===== config.mk =====
export PLATFORM = sky130hd
export DESIGN_NAME = clk_div_mc
export DESIGN_NICKNAME = d
export VERILOG_FILES = /design/src/rtl/clk_div_mc_pkg.sv /design/src/rtl/clk_div_mc_ch.sv /design/src/rtl/clk_div_mc.sv
export SDC_FILE = /design/constraint.sdc
export NUM_CORES = 1
export LEC_CHECK = 0
export ABC_AREA = 0
export CORE_MARGIN = 8
export CORE_UTILIZATION = 55
export DETAILED_ROUTE_END_ITERATION = 10
export PLACE_DENSITY = 0.76
export SLEW_MARGIN = 20
export SYNTH_ARGS = -nofsm -noshare
export SYNTH_HDL_FRONTEND = slang
export SYNTH_SLANG_ARGS = --single-unit

===== constraint.sdc =====
create_clock -name clk_i -period 3.4 [get_ports clk_i]
set_input_delay 0.68 -clock clk_i [delete_from_list [all_inputs] [get_ports clk_i]]
set_output_delay 0.68 -clock clk_i [all_outputs]
set_load 0.02 [all_outputs]

===== src/rtl/clk_div_mc_pkg.sv =====
// Shared helpers for the multi-channel clock-enable / divided-waveform generator.
package clk_div_mc_pkg;

  // Channel-index width; a single channel still gets a 1-bit select.
  function automatic int ch_width(input int nch);
    return (nch > 1) ? $clog2(nch) : 1;
  endfunction

  // Number of counter states for which the divided waveform is high.
  function automatic int unsigned half_thr(input int unsigned d);
    return d >> 1;
  endfunction

endpackage


===== src/rtl/clk_div_mc_ch.sv =====
// One divider channel: counter, config shadow/pending, registered ce and waveform.
// Phase-on-sync support is compiled in with CLK_DIV_MC_PHASE_EN.
module clk_div_mc_ch
  import clk_div_mc_pkg::*;
#(
  parameter int CNT_W   = 8,
  parameter int DIV_RST = 2
) (
  input  logic             clk_i,
  input  logic             rst_i,
  input  logic             cfg_we,
  input  logic [CNT_W-1:0] cfg_div,
`ifdef CLK_DIV_MC_PHASE_EN
  input  logic [CNT_W-1:0] cfg_phase,
`endif
  input  logic             sync_i,
  output logic             pending,
  output logic             ce,
  output logic             div_wave,
  output logic             active
);

  typedef struct packed {
    logic [CNT_W-1:0] div;
`ifdef CLK_DIV_MC_PHASE_EN
    logic [CNT_W-1:0] phase;
`endif
  } ch_cfg_t;

  localparam logic [CNT_W-1:0] ONE = CNT_W'(1);

  ch_cfg_t          applied_reg, applied_next;
  ch_cfg_t          shadow_reg, shadow_next;
  ch_cfg_t          rst_cfg, cfg_in;
  logic             pending_reg, pending_next;
  logic [CNT_W-1:0] cnt_reg, cnt_next;
  logic [CNT_W-1:0] sync_cnt, half_div;
  logic             ce_reg, div_wave_reg;
  logic             tc, apply;

  always_comb begin
    rst_cfg     = '0;
    rst_cfg.div = CNT_W'(DIV_RST);
    cfg_in      = '0;
    cfg_in.div  = cfg_div;
`ifdef CLK_DIV_MC_PHASE_EN
    cfg_in.phase = cfg_phase;
`endif
  end

  assign half_div = CNT_W'(half_thr(32'(applied_reg.div)));

  always_comb begin
    applied_next = applied_reg;
    shadow_next  = shadow_reg;
    pending_next = pending_reg;
    tc    = (applied_reg.div != '0) && (cnt_reg == applied_reg.div - ONE);
    // A disabled channel has no period boundary, so a pending value lands at once.
    apply = pending_reg && (sync_i || tc || (applied_reg.div == '0));
    if (apply) applied_next = shadow_reg;
    if (cfg_we) begin
      shadow_next  = cfg_in;
      pending_next = 1'b1;
    end else if (apply) begin
      pending_next = 1'b0;
    end

`ifdef CLK_DIV_MC_PHASE_EN
    if (applied_next.div == '0)
      sync_cnt = '0;
    else if (applied_next.phase >= applied_next.div)
      sync_cnt = applied_next.div - ONE;
    else
      sync_cnt = applied_next.phase;
`else
    sync_cnt = '0;
`endif

    if (sync_i)
      cnt_next = sync_cnt;
    else if ((applied_next.div == '0) || tc || (applied_reg.div == '0))
      cnt_next = '0;
    else
      cnt_next = cnt_reg + ONE;
  end

  always_ff @(posedge clk_i or posedge rst_i) begin
    if (rst_i) begin
      applied_reg  <= rst_cfg;
      shadow_reg   <= '0;
      pending_reg  <= 1'b0;
      cnt_reg      <= '0;
      ce_reg       <= 1'b0;
      div_wave_reg <= 1'b0;
    end else begin
      applied_reg  <= applied_next;
      shadow_reg   <= shadow_next;
      pending_reg  <= pending_next;
      cnt_reg      <= cnt_next;
      ce_reg       <= tc;
      div_wave_reg <= (applied_reg.div != '0) && (cnt_reg < half_div);
    end
  end

  assign pending  = pending_reg;
  assign ce       = ce_reg;
  assign div_wave = div_wave_reg;
  assign active   = (applied_reg.div != '0);

endmodule


===== src/rtl/clk_div_mc.sv =====
// Multi-channel programmable clock-enable and divided-waveform generator.
// Define CLK_DIV_MC_PHASE_EN to add a per-channel phase loaded on sync.
module clk_div_mc
  import clk_div_mc_pkg::*;
#(
  parameter int NCH     = 4,
  parameter int CNT_W   = 8,
  parameter int DIV_RST = 2,
  localparam int CH_W   = ch_width(NCH)
) (
  input  logic             clk_i,
  input  logic             rst_i,
  input  logic             cfg_valid_i,
  output logic             cfg_ready_o,
  input  logic [CH_W-1:0]  cfg_ch_i,
  input  logic [CNT_W-1:0] cfg_div_i,
`ifdef CLK_DIV_MC_PHASE_EN
  input  logic [CNT_W-1:0] cfg_phase_i,
`endif
  input  logic             sync_i,
  output logic [NCH-1:0]   ce_o,
  output logic [NCH-1:0]   div_o,
  output logic [NCH-1:0]   active_o
);

  logic [NCH-1:0] ch_pending;
  logic [NCH-1:0] ch_we;

  // Out-of-range channel indices stay ready so those requests are swallowed.
  always_comb begin
    cfg_ready_o = 1'b1;
    for (int c = 0; c < NCH; c++) begin
      if (cfg_ch_i == CH_W'(c)) cfg_ready_o = ~ch_pending[c];
    end
  end

  generate
    for (genvar gi = 0; gi < NCH; gi++) begin : g_ch
      assign ch_we[gi] = cfg_valid_i && cfg_ready_o && (cfg_ch_i == CH_W'(gi));

      clk_div_mc_ch #(
        .CNT_W   (CNT_W),
        .DIV_RST (DIV_RST)
      ) u_ch (
        .clk_i    (clk_i),
        .rst_i    (rst_i),
        .cfg_we   (ch_we[gi]),
        .cfg_div  (cfg_div_i),
`ifdef CLK_DIV_MC_PHASE_EN
        .cfg_phase(cfg_phase_i),
`endif
        .sync_i   (sync_i),
        .pending  (ch_pending[gi]),
        .ce       (ce_o[gi]),
        .div_wave (div_o[gi]),
        .active   (active_o[gi])
      );
    end
  endgenerate

endmodule


==> key figures <==
Power and ir drop
  • Static leakage: 3.148 nW
  • Maximum VDD drop: 0.0003692 V
  • Comb pwr share: a little over a third
  • Clock share of power: 23.1%
  • Pwr Density: 706.0 nW/um^2
  • Sw power: 1.718 mW
  • Net Sw Frac: 34.60%
  • Int Pwr: 3.246 mW
  • Tot Pwr: roughly 5 mW
  • Sequential Power Share: between 40% and 50%

Worst setup path
  • Critical Path Fanout Max: 5
  • Endpoint class of the critical path: primary output
  • CP Data Arrival Time: 2530 ps
  • Worst Path Required: ~2700 ps
  • CP Class: input port to primary output
  • Crit path launch type: input port

Drt
  • Routed Antenna Nets: 0
  • Pre-antenna DRT Iters: 4
  • Post-route DRC: 0
  • Via count: between 4000 and 5000
  • Final wirelength: 12800 um
  • Routed length per instance: 16.67 um
  • Vias per cell: ~6
  • Initial drt markers: 243

Clock tree
  • CTS buffer count: 9
  • CTS tree: built
  • CTS max path bufs: 2
  • H-tree depth: 3
  • Post-CTS Setup Bufs: 0
  • Clock Latency Late Sink: 340 ps
  • Clock-pin slew on the worst setup and hold paths: 70 ps
  • Root buf cell: clkbuf_16
  • Clock tree sinks: between 100 and 150

Finish
  • ANT cells: 0
  • P&R area growth vs syn: 11.35%
  • Fin area: 7032 um^2
  • Share of cells above drive strength 1: approximately 16%
  • Fin nets: 666

Logic synthesis
  • Synth Area per Inst: 10.44 um^2
  • Ys Warns: 0
  • Yosys top cell by area: dfrtp_1
  • Post-synth top cells: 104 x dfrtp_1, 46 x mux2_2, 42 x inv_1, 39 x nor2_1, 36 x nand3_1
  • Post-synth EDFFs: 0
  • Syn Inst Count: approximately 610
  • Yosys reg bits: 108
  • Most common flop cell mapped by yosys: dfrtp_1
  • Yosys cell types: 68
  • Cell Area, Synth: 6315 um^2
  • Synth top area share: 41.21%
  • Synth async-reset ratio: 100.0%
  • Most frequent cell after synthesis: dfrtp_1
  • Post-Syn Nets: 651
  • Synth top area cells: dfrtp_1 41%, mux2_2 8.2%, ha_1 6.3%
  • Part of the Yosys area used for sequential elements: 42.88%

GRT
  • Largest net degree at the start of global routing: 42
  • Grt ovf: 0
  • First-pass GRT wire length: 21690 um
  • Vias in the first global route: around 4500
  • Total GRT Usage: 17.88%
  • Initial antenna violation count: 0

Placement
  • Post-DP Area: 6685 um^2
  • Post-DP HPWL: 9295 um
  • Port bufs: 26
  • Routability cong.: 0.8579

Timing
  • Final slew viol count: 0
  • Final setup viols: 0
  • Slew headroom: 50.18%
  • Max Clock Skew: 8.239 ps
  • Minimum clock period: 3215 ps
  • Worst-margin pin slew: 728.4 ps
  • Sum Neg Setup Slack: 0 ps
  • RSZ-0062 raised after global routing: no
  • Period Utilization, post-route: 94.55%
  • Final hold violations: 0
  • Achievable Freq: 311.1 MHz

Floorplan
  • # IOs: 27
  • FP Rows: 39
  • DIE WIDTH: 123.2 um
  • Initial Util: between 50% and 60%
  • Die extent in y: 123.2 um
  • Core Area: 11320 um^2
  • Die ar.: 15170 um^2

Status
  • Status: completed

Job
  • Max-cap violations: 0

Min path
  • Worst Hold Class: flop to flop
path summary, 6_finish.rpt:
check | start | to | slack (ps) | depth (start not counted)
setup / recovery | cfg_ch_i[0] | cfg_ready_o | 190 | 4
hold / removal | g_ch[2].u_ch.shadow_reg[6] | g_ch[2].u_ch.applied_reg[6] | 510 | 1
setup reg to reg | g_ch[0].u_ch.applied_reg[0] | g_ch[0].u_ch.applied_reg[0] | 510 | 7
hold reg to reg | g_ch[2].u_ch.shadow_reg[6] | g_ch[2].u_ch.applied_reg[6] | 510 | 1
max in group asynchronous | rst_i | g_ch[3].u_ch.applied_reg[1] | 1900 | 3
min in group asynchronous | rst_i | g_ch[0].u_ch.shadow_reg[4] | 810 | 2
metal layers:
metal  global-route usage [%]  share of wire, %  vias to the layer above
li1                         -                 -                     2182
met3                    3.288               4.7                       14
met4                    7.148              0.91                        0
met2                    28.76                49                       99
met1                    23.46                45                     2316
met5                        0                 0                        -
cell type report:
cell class                 count  area (um^2)
multi-input combinational    424         3294
inverter                      42        161.4
timing repair buffer          35        352.8
tap                          143        178.9
clock inverter                 5        83.83
clock buffer                  11        252.7
fill                         908         4289
sequential                   108         2708
metrics by stage:
step | setup WS [ps] | hold slack (ps) | utilization, % | instances
floorplan | 827.6 | 475.0 | - | 605
global placement | 200.5 | 484.9 | 59.05 | 752
detailed placement | 182.5 | 493.8 | 59.05 | 752
CTS | 141.5 | 508.9 | 62.02 | 768
global route | 84.99 | 523.7 | 62.11 | 768
finish | 185.4 | 507.5 | 62.11 | 768
cell usage in the layout, fill, tap and decap left out, drive strengths merged, types with 3 or more instances in the layout:
cell type      netlist  layout
or3                 13      13
xor2                28      28
clkbuf              15      11
a31oi               12      12
o31ai                4       4
o211ai               3       3
o21a                 4       4
a21oi                8       8
and3                11      11
nor3                16      16
a2111oi              5       5
o22ai                9       9
nand3               36      36
buf                 16       9
or4                  5       5
nor4                 6       6
nand2b               9       9
a21o                13      13
nand2               22      22
nand4b               3       3
o21ai                7       7
xnor2               32      32
dfstp                4       4
nand4                5       5
a211o                3       3
nor2b                5       5
ha                  32      32
clkdlybuf4s50        0      26
dfrtp              104     104
mux2                53      53
clkinvlp             0       3
nand3b               3       3
a211oi               3       3
inv                 42      41
o311ai               3       3
nor2                39      39
power groups by stage:
stage          clock, mW  combinational (mW)  sequential (mW)
6_report            1.15                1.74             2.08
5_1_grt             1.23                1.94             2.14
4_1_cts             1.17                1.74             2.07
3_5_place_dp           0                1.73             2.09
3_3_place_gp           0                1.64             2.07
2_1_floorplan          0                1.49             1.90
logic make-up (layout without fill, tap and decap cells):
kind of cell / after synthesis / in the layout / synth area share, %
compound gates: 92 / 92 / 11.27
simple gates: 186 / 186 / 15.85
buf+inv: 73 / 93 / 5.112
fa+ha+maj: 32 / 32 / 6.340
xor+xnor: 60 / 60 / 8.322
flops: 108 / 108 / 42.88
mux: 54 / 54 / 10.22
critical path, stage by stage:
cell,delay [ps]
clkdlybuf4s50_1,590
mux4_2,590
inv_1,80
clkdlybuf4s50_1,600
repair_timing:
item	CTS	global route
hold buffers	0	0
endpoints found under the setup margin	0	1
hold endpoints to repair	0	0
gates resized for setup	0	1
No activity file was read; power rests on OpenSTA's default activity.
